==> src/rtl/cache_fill_ctrl_if.sv <==
// Bundle of request, LRU, victim, memory and data-array fill signals
// around the cache miss/refill controller.
//   master : controller side (cache_fill_ctrl)
//   slave  : environment side (tag compare, lru, data array, memory bus)
// Widths follow the controller parameters: OFF_W = log2(WORDS), and CNT_W
// keeps the word counter at least one bit wide when WORDS = 1.
interface cache_fill_ctrl_if #(
  parameter int ADDR_W  = 32,
  parameter int INDEX_W = 4,
  parameter int WORDS   = 4,
  parameter int OFF_W   = $clog2(WORDS),
  parameter int CNT_W   = (OFF_W > 0) ? OFF_W : 1,
  parameter int TAG_W   = ADDR_W - INDEX_W - OFF_W - 2
);
  logic              req_valid;
  logic [ADDR_W-1:0] req_addr;
  logic              req_hit;
  logic [1:0]        req_hit_way;
  logic [1:0]        lru_way;
  logic              victim_dirty;
  logic [TAG_W-1:0]  victim_tag;
  logic [31:0]       victim_rdata;
  logic              mem_ack;
  logic [31:0]       mem_rdata;

  logic              busy;
  logic              done;
  logic              lru_enable;
  logic              lru_hit;
  logic [1:0]        lru_index;
  logic              mem_req;
  logic              mem_we;
  logic [ADDR_W-1:0] mem_addr;
  logic [31:0]       mem_wdata;
  logic              fill_we;
  logic [1:0]        fill_way;
  logic [CNT_W-1:0]  fill_word;
  logic [31:0]       fill_data;

  modport master (
    input  req_valid, req_addr, req_hit, req_hit_way, lru_way, victim_dirty,
           victim_tag, victim_rdata, mem_ack, mem_rdata,
    output busy, done, lru_enable, lru_hit, lru_index, mem_req, mem_we,
           mem_addr, mem_wdata, fill_we, fill_way, fill_word, fill_data
  );

  modport slave (
    output req_valid, req_addr, req_hit, req_hit_way, lru_way, victim_dirty,
           victim_tag, victim_rdata, mem_ack, mem_rdata,
    input  busy, done, lru_enable, lru_hit, lru_index, mem_req, mem_we,
           mem_addr, mem_wdata, fill_we, fill_way, fill_word, fill_data
  );
endinterface

==> src/rtl/cache_fill_ctrl.sv <==
// Miss/refill controller for a 4-way set-associative data cache.
// Hits produce a one-cycle LRU recency update; misses write back the dirty
// LRU victim line, refill that way from memory, then mark it MRU.
// Ports:
//   clk   : rising-edge clock
//   reset : asynchronous, active-high reset
//   bus   : cache_fill_ctrl_if.master (request, lru, victim, memory, fill)
//
// state  | meaning
// IDLE   | accepting requests; hits complete here with a registered pulse
// WB     | writing the dirty victim line to memory, one word per ack
// FILL   | reading the requested line from memory into the victim way
// UPDATE | one cycle: mark the refilled way MRU, signal done
module cache_fill_ctrl #(
  parameter int ADDR_W  = 32,
  parameter int INDEX_W = 4,
  parameter int WORDS   = 4
) (
  input logic clk,
  input logic reset,
  cache_fill_ctrl_if.master bus
);
  localparam int OFF_W = $clog2(WORDS);
  localparam int CNT_W = (OFF_W > 0) ? OFF_W : 1;
  localparam int TAG_W = ADDR_W - INDEX_W - OFF_W - 2;
  localparam int LOW_W = INDEX_W + OFF_W + 2;
  localparam logic [ADDR_W-1:0] LINE_MASK = ADDR_W'(WORDS * 4 - 1);

  typedef enum logic [1:0] {IDLE, WB, FILL, UPDATE} state_t;

  state_t            state, state_nxt;
  logic [CNT_W-1:0]  cnt;
  logic [ADDR_W-1:0] addr_q;
  logic [1:0]        victim_q;
  logic [TAG_W-1:0]  tag_q;
  logic              hit_q;
  logic [1:0]        hit_way_q;
  logic              fill_we_q;
  logic [CNT_W-1:0]  fill_word_q;
  logic [31:0]       fill_data_q;

  logic              accept_hit, accept_miss, ack, cnt_last;
  logic [ADDR_W-1:0] word_off, wb_addr, fill_addr;

  assign accept_hit  = (state == IDLE) && bus.req_valid && bus.req_hit;
  assign accept_miss = (state == IDLE) && bus.req_valid && !bus.req_hit;
  // Acks are only meaningful while a transfer is requested.
  assign ack         = bus.mem_ack && ((state == WB) || (state == FILL));
  assign cnt_last    = (cnt == CNT_W'(WORDS - 1));

  // Line addresses are built by masking the word-offset field and inserting
  // cnt, which also covers WORDS = 1 where that field is empty.
  assign word_off  = ADDR_W'(cnt) << 2;
  assign wb_addr   = ({tag_q, addr_q[LOW_W-1:0]} & ~LINE_MASK) | word_off;
  assign fill_addr = (addr_q & ~LINE_MASK) | word_off;

  always_ff @(posedge clk or posedge reset) begin
    if (reset) state <= IDLE;
    else       state <= state_nxt;
  end

  always_comb begin
    state_nxt = state;
    case (state)
      IDLE:    if (accept_miss) state_nxt = bus.victim_dirty ? WB : FILL;
      WB:      if (ack && cnt_last) state_nxt = FILL;
      FILL:    if (ack && cnt_last) state_nxt = UPDATE;
      UPDATE:  state_nxt = IDLE;
      default: state_nxt = IDLE;
    endcase
  end

  always_ff @(posedge clk or posedge reset) begin
    if (reset) begin
      cnt         <= '0;
      addr_q      <= '0;
      victim_q    <= '0;
      tag_q       <= '0;
      hit_q       <= 1'b0;
      hit_way_q   <= '0;
      fill_we_q   <= 1'b0;
      fill_word_q <= '0;
      fill_data_q <= '0;
    end else begin
      hit_q     <= accept_hit;
      hit_way_q <= accept_hit ? bus.req_hit_way : 2'd0;
      fill_we_q <= ack && (state == FILL);
      if (ack && (state == FILL)) begin
        fill_word_q <= cnt;
        fill_data_q <= bus.mem_rdata;
      end
      if (accept_miss) begin
        addr_q   <= bus.req_addr;
        victim_q <= bus.lru_way;
        tag_q    <= bus.victim_tag;
      end
      // Wraps to 0 on the last word, so every state exit leaves cnt at 0.
      if (ack) cnt <= cnt_last ? '0 : cnt + CNT_W'(1);
    end
  end

  always_comb begin
    bus.busy       = (state != IDLE);
    bus.done       = 1'b0;
    bus.lru_enable = 1'b0;
    bus.lru_hit    = 1'b0;
    bus.lru_index  = 2'd0;
    bus.mem_req    = 1'b0;
    bus.mem_we     = 1'b0;
    bus.mem_addr   = '0;
    bus.mem_wdata  = '0;
    bus.fill_we    = 1'b0;
    bus.fill_way   = 2'd0;
    bus.fill_word  = '0;
    bus.fill_data  = '0;
    case (state)
      IDLE: begin
        bus.done       = hit_q;
        bus.lru_enable = hit_q;
        bus.lru_hit    = hit_q;
        bus.lru_index  = hit_way_q;
      end
      WB: begin
        bus.mem_req   = 1'b1;
        bus.mem_we    = 1'b1;
        bus.mem_addr  = wb_addr;
        bus.mem_wdata = bus.victim_rdata;
        // fill_way/fill_word select the victim word being written back.
        bus.fill_way  = victim_q;
        bus.fill_word = cnt;
      end
      FILL: begin
        bus.mem_req  = 1'b1;
        bus.mem_addr = fill_addr;
        bus.fill_way = victim_q;
      end
      UPDATE: begin
        bus.done       = 1'b1;
        bus.lru_enable = 1'b1;
        bus.lru_hit    = 1'b1;
        bus.lru_index  = victim_q;
        bus.fill_way   = victim_q;
      end
      default: ;
    endcase
    // Refill write lags its ack by one cycle; the last one lands in UPDATE.
    if (fill_we_q) begin
      bus.fill_we   = 1'b1;
      bus.fill_way  = victim_q;
      bus.fill_word = fill_word_q;
      bus.fill_data = fill_data_q;
    end
  end
endmodule

==> src/flat_wrapper.sv <==
// flat-port wrapper written by rule: the top's interface ports become plain ports
module cache_fill_ctrl_flat 
#(
  parameter int ADDR_W  = 32,
  parameter int INDEX_W = 4,
  parameter int WORDS   = 4
)
  (clk, reset, bus_req_valid, bus_req_addr, bus_req_hit, bus_req_hit_way, bus_lru_way, bus_victim_dirty, bus_victim_tag, bus_victim_rdata, bus_mem_ack, bus_mem_rdata, bus_busy, bus_done, bus_lru_enable, bus_lru_hit, bus_lru_index, bus_mem_req, bus_mem_we, bus_mem_addr, bus_mem_wdata, bus_fill_we, bus_fill_way, bus_fill_word, bus_fill_data);
  cache_fill_ctrl_if #(.ADDR_W(ADDR_W), .INDEX_W(INDEX_W), .WORDS(WORDS)) bus_i ();
  input logic clk;
  input logic reset;
  input wire logic [$bits(bus_i.req_valid)-1:0] bus_req_valid;
  input wire logic [$bits(bus_i.req_addr)-1:0] bus_req_addr;
  input wire logic [$bits(bus_i.req_hit)-1:0] bus_req_hit;
  input wire logic [$bits(bus_i.req_hit_way)-1:0] bus_req_hit_way;
  input wire logic [$bits(bus_i.lru_way)-1:0] bus_lru_way;
  input wire logic [$bits(bus_i.victim_dirty)-1:0] bus_victim_dirty;
  input wire logic [$bits(bus_i.victim_tag)-1:0] bus_victim_tag;
  input wire logic [$bits(bus_i.victim_rdata)-1:0] bus_victim_rdata;
  input wire logic [$bits(bus_i.mem_ack)-1:0] bus_mem_ack;
  input wire logic [$bits(bus_i.mem_rdata)-1:0] bus_mem_rdata;
  output wire logic [$bits(bus_i.busy)-1:0] bus_busy;
  output wire logic [$bits(bus_i.done)-1:0] bus_done;
  output wire logic [$bits(bus_i.lru_enable)-1:0] bus_lru_enable;
  output wire logic [$bits(bus_i.lru_hit)-1:0] bus_lru_hit;
  output wire logic [$bits(bus_i.lru_index)-1:0] bus_lru_index;
  output wire logic [$bits(bus_i.mem_req)-1:0] bus_mem_req;
  output wire logic [$bits(bus_i.mem_we)-1:0] bus_mem_we;
  output wire logic [$bits(bus_i.mem_addr)-1:0] bus_mem_addr;
  output wire logic [$bits(bus_i.mem_wdata)-1:0] bus_mem_wdata;
  output wire logic [$bits(bus_i.fill_we)-1:0] bus_fill_we;
  output wire logic [$bits(bus_i.fill_way)-1:0] bus_fill_way;
  output wire logic [$bits(bus_i.fill_word)-1:0] bus_fill_word;
  output wire logic [$bits(bus_i.fill_data)-1:0] bus_fill_data;
  assign bus_i.req_valid = bus_req_valid;
  assign bus_i.req_addr = bus_req_addr;
  assign bus_i.req_hit = bus_req_hit;
  assign bus_i.req_hit_way = bus_req_hit_way;
  assign bus_i.lru_way = bus_lru_way;
  assign bus_i.victim_dirty = bus_victim_dirty;
  assign bus_i.victim_tag = bus_victim_tag;
  assign bus_i.victim_rdata = bus_victim_rdata;
  assign bus_i.mem_ack = bus_mem_ack;
  assign bus_i.mem_rdata = bus_mem_rdata;
  assign bus_busy = bus_i.busy;
  assign bus_done = bus_i.done;
  assign bus_lru_enable = bus_i.lru_enable;
  assign bus_lru_hit = bus_i.lru_hit;
  assign bus_lru_index = bus_i.lru_index;
  assign bus_mem_req = bus_i.mem_req;
  assign bus_mem_we = bus_i.mem_we;
  assign bus_mem_addr = bus_i.mem_addr;
  assign bus_mem_wdata = bus_i.mem_wdata;
  assign bus_fill_we = bus_i.fill_we;
  assign bus_fill_way = bus_i.fill_way;
  assign bus_fill_word = bus_i.fill_word;
  assign bus_fill_data = bus_i.fill_data;
  cache_fill_ctrl #(.ADDR_W(ADDR_W), .INDEX_W(INDEX_W), .WORDS(WORDS)) u_core (.clk(clk), .reset(reset), .bus(bus_i));
endmodule
==> config.mk <==
export PLATFORM = sky130hd
export DESIGN_NAME = cache_fill_ctrl_flat
export DESIGN_NICKNAME = d
export VERILOG_FILES = /design/src/rtl/cache_fill_ctrl_if.sv /design/src/rtl/cache_fill_ctrl.sv /design/src/flat_wrapper.sv
export SDC_FILE = /design/constraint.sdc
export NUM_CORES = 1
export LEC_CHECK = 0
export CAP_MARGIN = 0
export CORE_MARGIN = 2
export CORE_UTILIZATION = 41
export DETAILED_ROUTE_END_ITERATION = 16
export PLACE_DENSITY = 0.81
export SLEW_MARGIN = 20
export SYNTH_ARGS = -nofsm -noshare
export SYNTH_HDL_FRONTEND = slang
export SYNTH_SLANG_ARGS = --single-unit
==> constraint.sdc <==
create_clock -name clk -period 4.83 [get_ports clk]
set_clock_uncertainty 0.2 [all_clocks]
set_input_delay 1.449 -clock clk [delete_from_list [all_inputs] [get_ports clk]]
set_output_delay 1.449 -clock clk [all_outputs]
set_load 0.03 [all_outputs]
### Word level (Yosys, flattened, before mapping)

Index checks and enable logic that the tools add are counted.
Widths: inputs -> output; s select.

* input bits: 130
* bits in read-only memories: 0
* output and inout bits: 109
* latch bits: 0
* memories: 0
* bits in registers: 100
* logic and storage cells: 52
* RAM bits: 0

* div/mod/pow operators: 0
* add/sub/neg operators: 1
* reduce and logical (&&, ||, !) cells: 13
* multipliers: 0
* bitwise operators: 2
* multiplexer cells: 19
* order comparisons: 0
* eq/ne operators: 7
* shift-type cells: 0

Operator list (number)
* $mux 32: 2
* $or 32x4->32: 2
* $pmux 32 s2: 1
* $mux 2: 10
* $pmux 2 s4: 1
* $eq 2x2->1 const B: 3
* $logic_and 1x1->1: 6
* $ne 2x1->1 const B: 2
* $pmux 2 s2: 1
* $mux 1: 3
* $reduce_and 3->1: 1
* $reduce_or 3->1: 1
* $add 2x1->2 const B: 1
* $eq 2x1->1 const B: 1
* $logic_not 2->1: 1
* $ne 2x2->1 const B: 1
* $pmux 1 s2: 1
* $reduce_bool 2->1: 1
* $reduce_or 2->1: 1
* $logic_not 1->1: 1
* $logic_or 1x1->1: 1

### Logic depth before layout (Yosys ltp)

* depth after elaboration: 6
* gate-level depth with buffers: 6

### Worst setup path after synthesis

Ideal clock, no wire load.

* kind: flip-flop to output port
* from: register u_core.state[0]
* to: output bus_lru_enable
* data required time: 3181 ps
* data arrival time: 1998 ps
* cell stages (with the launch flop): 7
* setup slack: 1183 ps
* buffers on the path: 3
* cells stage by stage: dfrtp_1 -> inv_1 -> ha_1 -> buf_2 -> clkbuf_1 -> nor2_1 -> buf_4

* word-level cells in the longest chain between the ends: 2
* elaborated cells between the ends (all ways): 3

RTL lines
* start: declaration: line cache_fill_ctrl.sv:31 `state_t state, state_nxt;`
* start signal: assignment: line cache_fill_ctrl.sv:59 `else state <= state_nxt;`
* $eq 2x2->1 / $logic_not 2->1 (equally long branches)
* $pmux 1 s2 *
* end: declaration: line flat_wrapper.sv:24 `output wire logic [$bits(bus_i.lru_enable)-1:0] bus_lru_enable;`

Mark *: on every way between the ends. The rest lies on a longest branch, timed or not.

### Worst setup path in the final report

* from: input bus_victim_rdata[1]
* to: output bus_mem_wdata[1]

* word-level cells in the longest chain between the ends: 1

RTL lines
* start: declaration: line flat_wrapper.sv:19 `input wire logic [$bits(bus_i.victim_rdata)-1:0] bus_victim_rdata;`
* $mux 32: line cache_fill_ctrl.sv:116 `case (state)`
* end: declaration: line flat_wrapper.sv:30 `output wire logic [$bits(bus_i.mem_wdata)-1:0] bus_mem_wdata;`

Every way passes these cells.

==> metrics.md <==
| Metric | Value |
|---|---|
| Outcome | `finished clean` |
| Worst hold margin | `0.295 ns` |
| Worst Reg-to-Reg Cells | `5` |
| Worst Tran Pin Value | `0.898 ns` |
| # nets final | `735` |
| Register area share after synthesis | `49.8%` |
| Setup Buffers After CTS | `0` |
| Die Span Y | `112 µm` |
| Crit path arrival time | `2.75 ns` |
| Share of the synthesized area in the top cell type | `49.8%` |
| Layout area overhead | `56.9%` |
| Crit. End Element | `primary output` |
| Slew Limit Fails | `0` |
| I/O Buffers | `232` |
| Top Ports | `239` |
| Peak VDD IR | `0.000404 V` |
| Static leakage | `0.00332 µW` |
| HP Class | `flip-flop to flip-flop` |
| Hold depth | `1` |
| Ys async rst share | `100%` |
| CP required | `3.18 ns` |
| Clock Root Buffer | `clkbuf_16` |
| Pre-CTS setup slack | `0.434 ns` |
| Largest net degree at the start of global routing | `54` |
| EDFF count, synth | `0` |
| CTS Hold Bufs | `0` |
| MaxCap Viol Count | `0` |
| Final setup viols | `0` |
| Final period utilization | `91.2%` |
| WL/cell | `17.3 µm` |
| Synth unique cells | `28` |
| RSZ-0062 raised after global routing | `false` |
| Clock Path Buffers | `2` |
| Total wire length | `12900 µm` |
| Number of remaining DRC errors | `0` |
| Global-route wire length before repair | `20500 µm` |
| Cell Rows | `39` |
| Total gr overflow | `0` |
| Placed insts | `731` |
| Synth Cell Area | `4830 µm²` |
| Setup TNS | `0 ns` |
| Diodes inserted | `0` |
| Area leader, netlist | `dfrtp_1` |
| DR pass1 iterations | `4` |
| DIE AREA | `12700 µm²` |
| Vias in the first global route | `4009` |
| Worst skew pair latency | `0.33 ns` |
| Initial antenna violation count | `0` |
| Area of placed instances | `7250 µm²` |
| Via density | `4.96` |
| Pwr per Cell Area | `644 nW/µm²` |
| H-tree lvl count | `3` |
| Top_reg_cell synth | `dfrtp_1` |
| Tmin final | `4.40 ns` |
| Die Span X | `112 µm` |
| Relative slew slack | `40.0%` |
| Ys Warns | `0` |
| Worst setup slack after layout | `0.427 ns` |
| Avg Cell Area, Syn | `12.8 µm²` |
| #FFs+latches synth | `96` |
| Initial Util | `42.1%` |
| Worst-path maximum fanout | `1` |
| DRT iter0 DRCs | `105` |
| Critical path type | `primary input to primary output` |
| CTS tree | `yes` |
| Post_cts resized | `0` |
| Gr usage total | `20.6%` |
| Clk slew on worst S/H paths | `0.06 ns` |
| Final GP Congestion | `0.883` |
| Layout cells sized above 1 | `19.4%` |
| Final hold viol count | `0` |
| Mapped Cells | `376` |
| Crit start category | `primary input` |
| Top post-synthesis cells by area | `dfrtp_1 (50%), mux2_4 (16%), mux2_2 (9.1%)` |
| Core area | `11500 µm²` |
| Peak Freq | `227 MHz` |
| Post-route design area | `7570 µm²` |
| Final std cells w/o fill | `747` |
| CTS sink cnt | `96` |
| Via count | `3708` |
| Final ANT Viol Nets | `0` |
| Cts bufs inserted | `9` |
| Post-DP HPWL | `9670 µm` |
==> sequential cells by signal, indices dropped and copies added, names as in the netlist <==
register and flops:
u_core.addr_q 28, u_core.cnt 2, u_core.fill_data_q 32, u_core.fill_we_q 1, u_core.fill_word_q 2, u_core.hit_q 1, u_core.hit_way_q 2, u_core.state 2
u_core.tag_q 24, u_core.victim_q 2
==> path summary, 6_finish.rpt <==
path / to / startpoint / slack [ns]
setup / recovery: bus_mem_wdata[1] / bus_victim_rdata[1] / 0.43
hold / removal: u_core.fill_data_q[16] / u_core.fill_data_q[16] / 0.29
setup reg to reg: u_core.fill_data_q[7] / u_core.state[0] / 2.00
hold reg to reg: u_core.fill_data_q[16] / u_core.fill_data_q[16] / 0.29
max in group asynchronous: u_core.tag_q[0] / reset / 2.30
min in group asynchronous: u_core.fill_data_q[1] / reset / 1.36
==> cell type report <==
cell class	instances	area, µm²
timing repair buffer	240	2410
tap	143	179
clock buffer	11	243
fill	879	3890
multi-input combinational	247	2240
inverter	5	21.3
clock inverter	5	80.1
sequential	96	2400
==> metrics by stage <==
| step | power (µW) | util (%) |
|---|---|---|
| CTS | 4910 | 66.0 |
| global route | 5140 | 66.0 |
| global placement | 4060 | 63.2 |
| finish | 4870 | 66.0 |
| detailed placement | 4130 | 63.2 |
| floorplan | 3170 | - |
==> metal layers <==
layer,part of all wire [%],vias up,track usage [%]
li1,-,1720,-
met1,39,1806,22.7
met2,52,166,38.2
met3,7.6,16,5.89
met4,1.7,0,6.59
met5,0,-,0
==> cell usage after synthesis (3+ instances only) <==
master    instances
dfrtp_1          96
and2_1           68
mux2_4           50
mux2_2           39
a22oi_1          26
nor2b_1          24
clkbuf_1         12
and3_1            7
ha_1              6
nand2_1           6
buf_2             5
buf_4             5
buf_6             5
inv_1             5
mux2i_1           3
nor2_1            3
o21ai_0           3
==> worst max-delay path, stage by stage <==
cell,delay (ns)
clkdlybuf4s50_1,0.49
and2_1,0.14
clkdlybuf4s50_1,0.68
==> logic make-up after synthesis <==
group           Yosys count  synth area share (%)
other cells               1                0.0777
compound gates           32                  4.87
fa+ha+maj                 6                  1.56
mux                      92                  25.3
simple gates            115                  14.5
flops                    96                  49.8
buf+inv                  34                  3.94
==> where the power goes <==
group	total, µW	switching [µW]	internal, µW
clock network	764	297	467
logic	2680	1330	1350
registers	1430	225	1210
==> cell usage in the layout, fill, tap and decap left out <==
cell type and count:
a21o_1 1, a21oi_1 1, a22oi_1 26, a22oi_2 1, and2_1 68, and3_1 7
buf_12 2, buf_4 6, bufinv_16 2, clkbuf_1 1, clkbuf_16 9, clkbuf_8 1
clkdlybuf4s50_1 232, clkinv_2 1, clkinvlp_4 2, conb_1 2, dfrtp_1 96, ha_1 5
ha_2 1, inv_1 4, inv_4 1, mux2_2 39, mux2_4 50, mux2i_1 3
nand2_1 6, nand2b_1 2, nand3_1 1, nand3_2 1, nand3b_1 1, nor2_1 3
nor2b_1 24, nor3_1 1, o21ai_0 3, or2_2 1
Note: power is estimated with default switching activity, not from simulation.
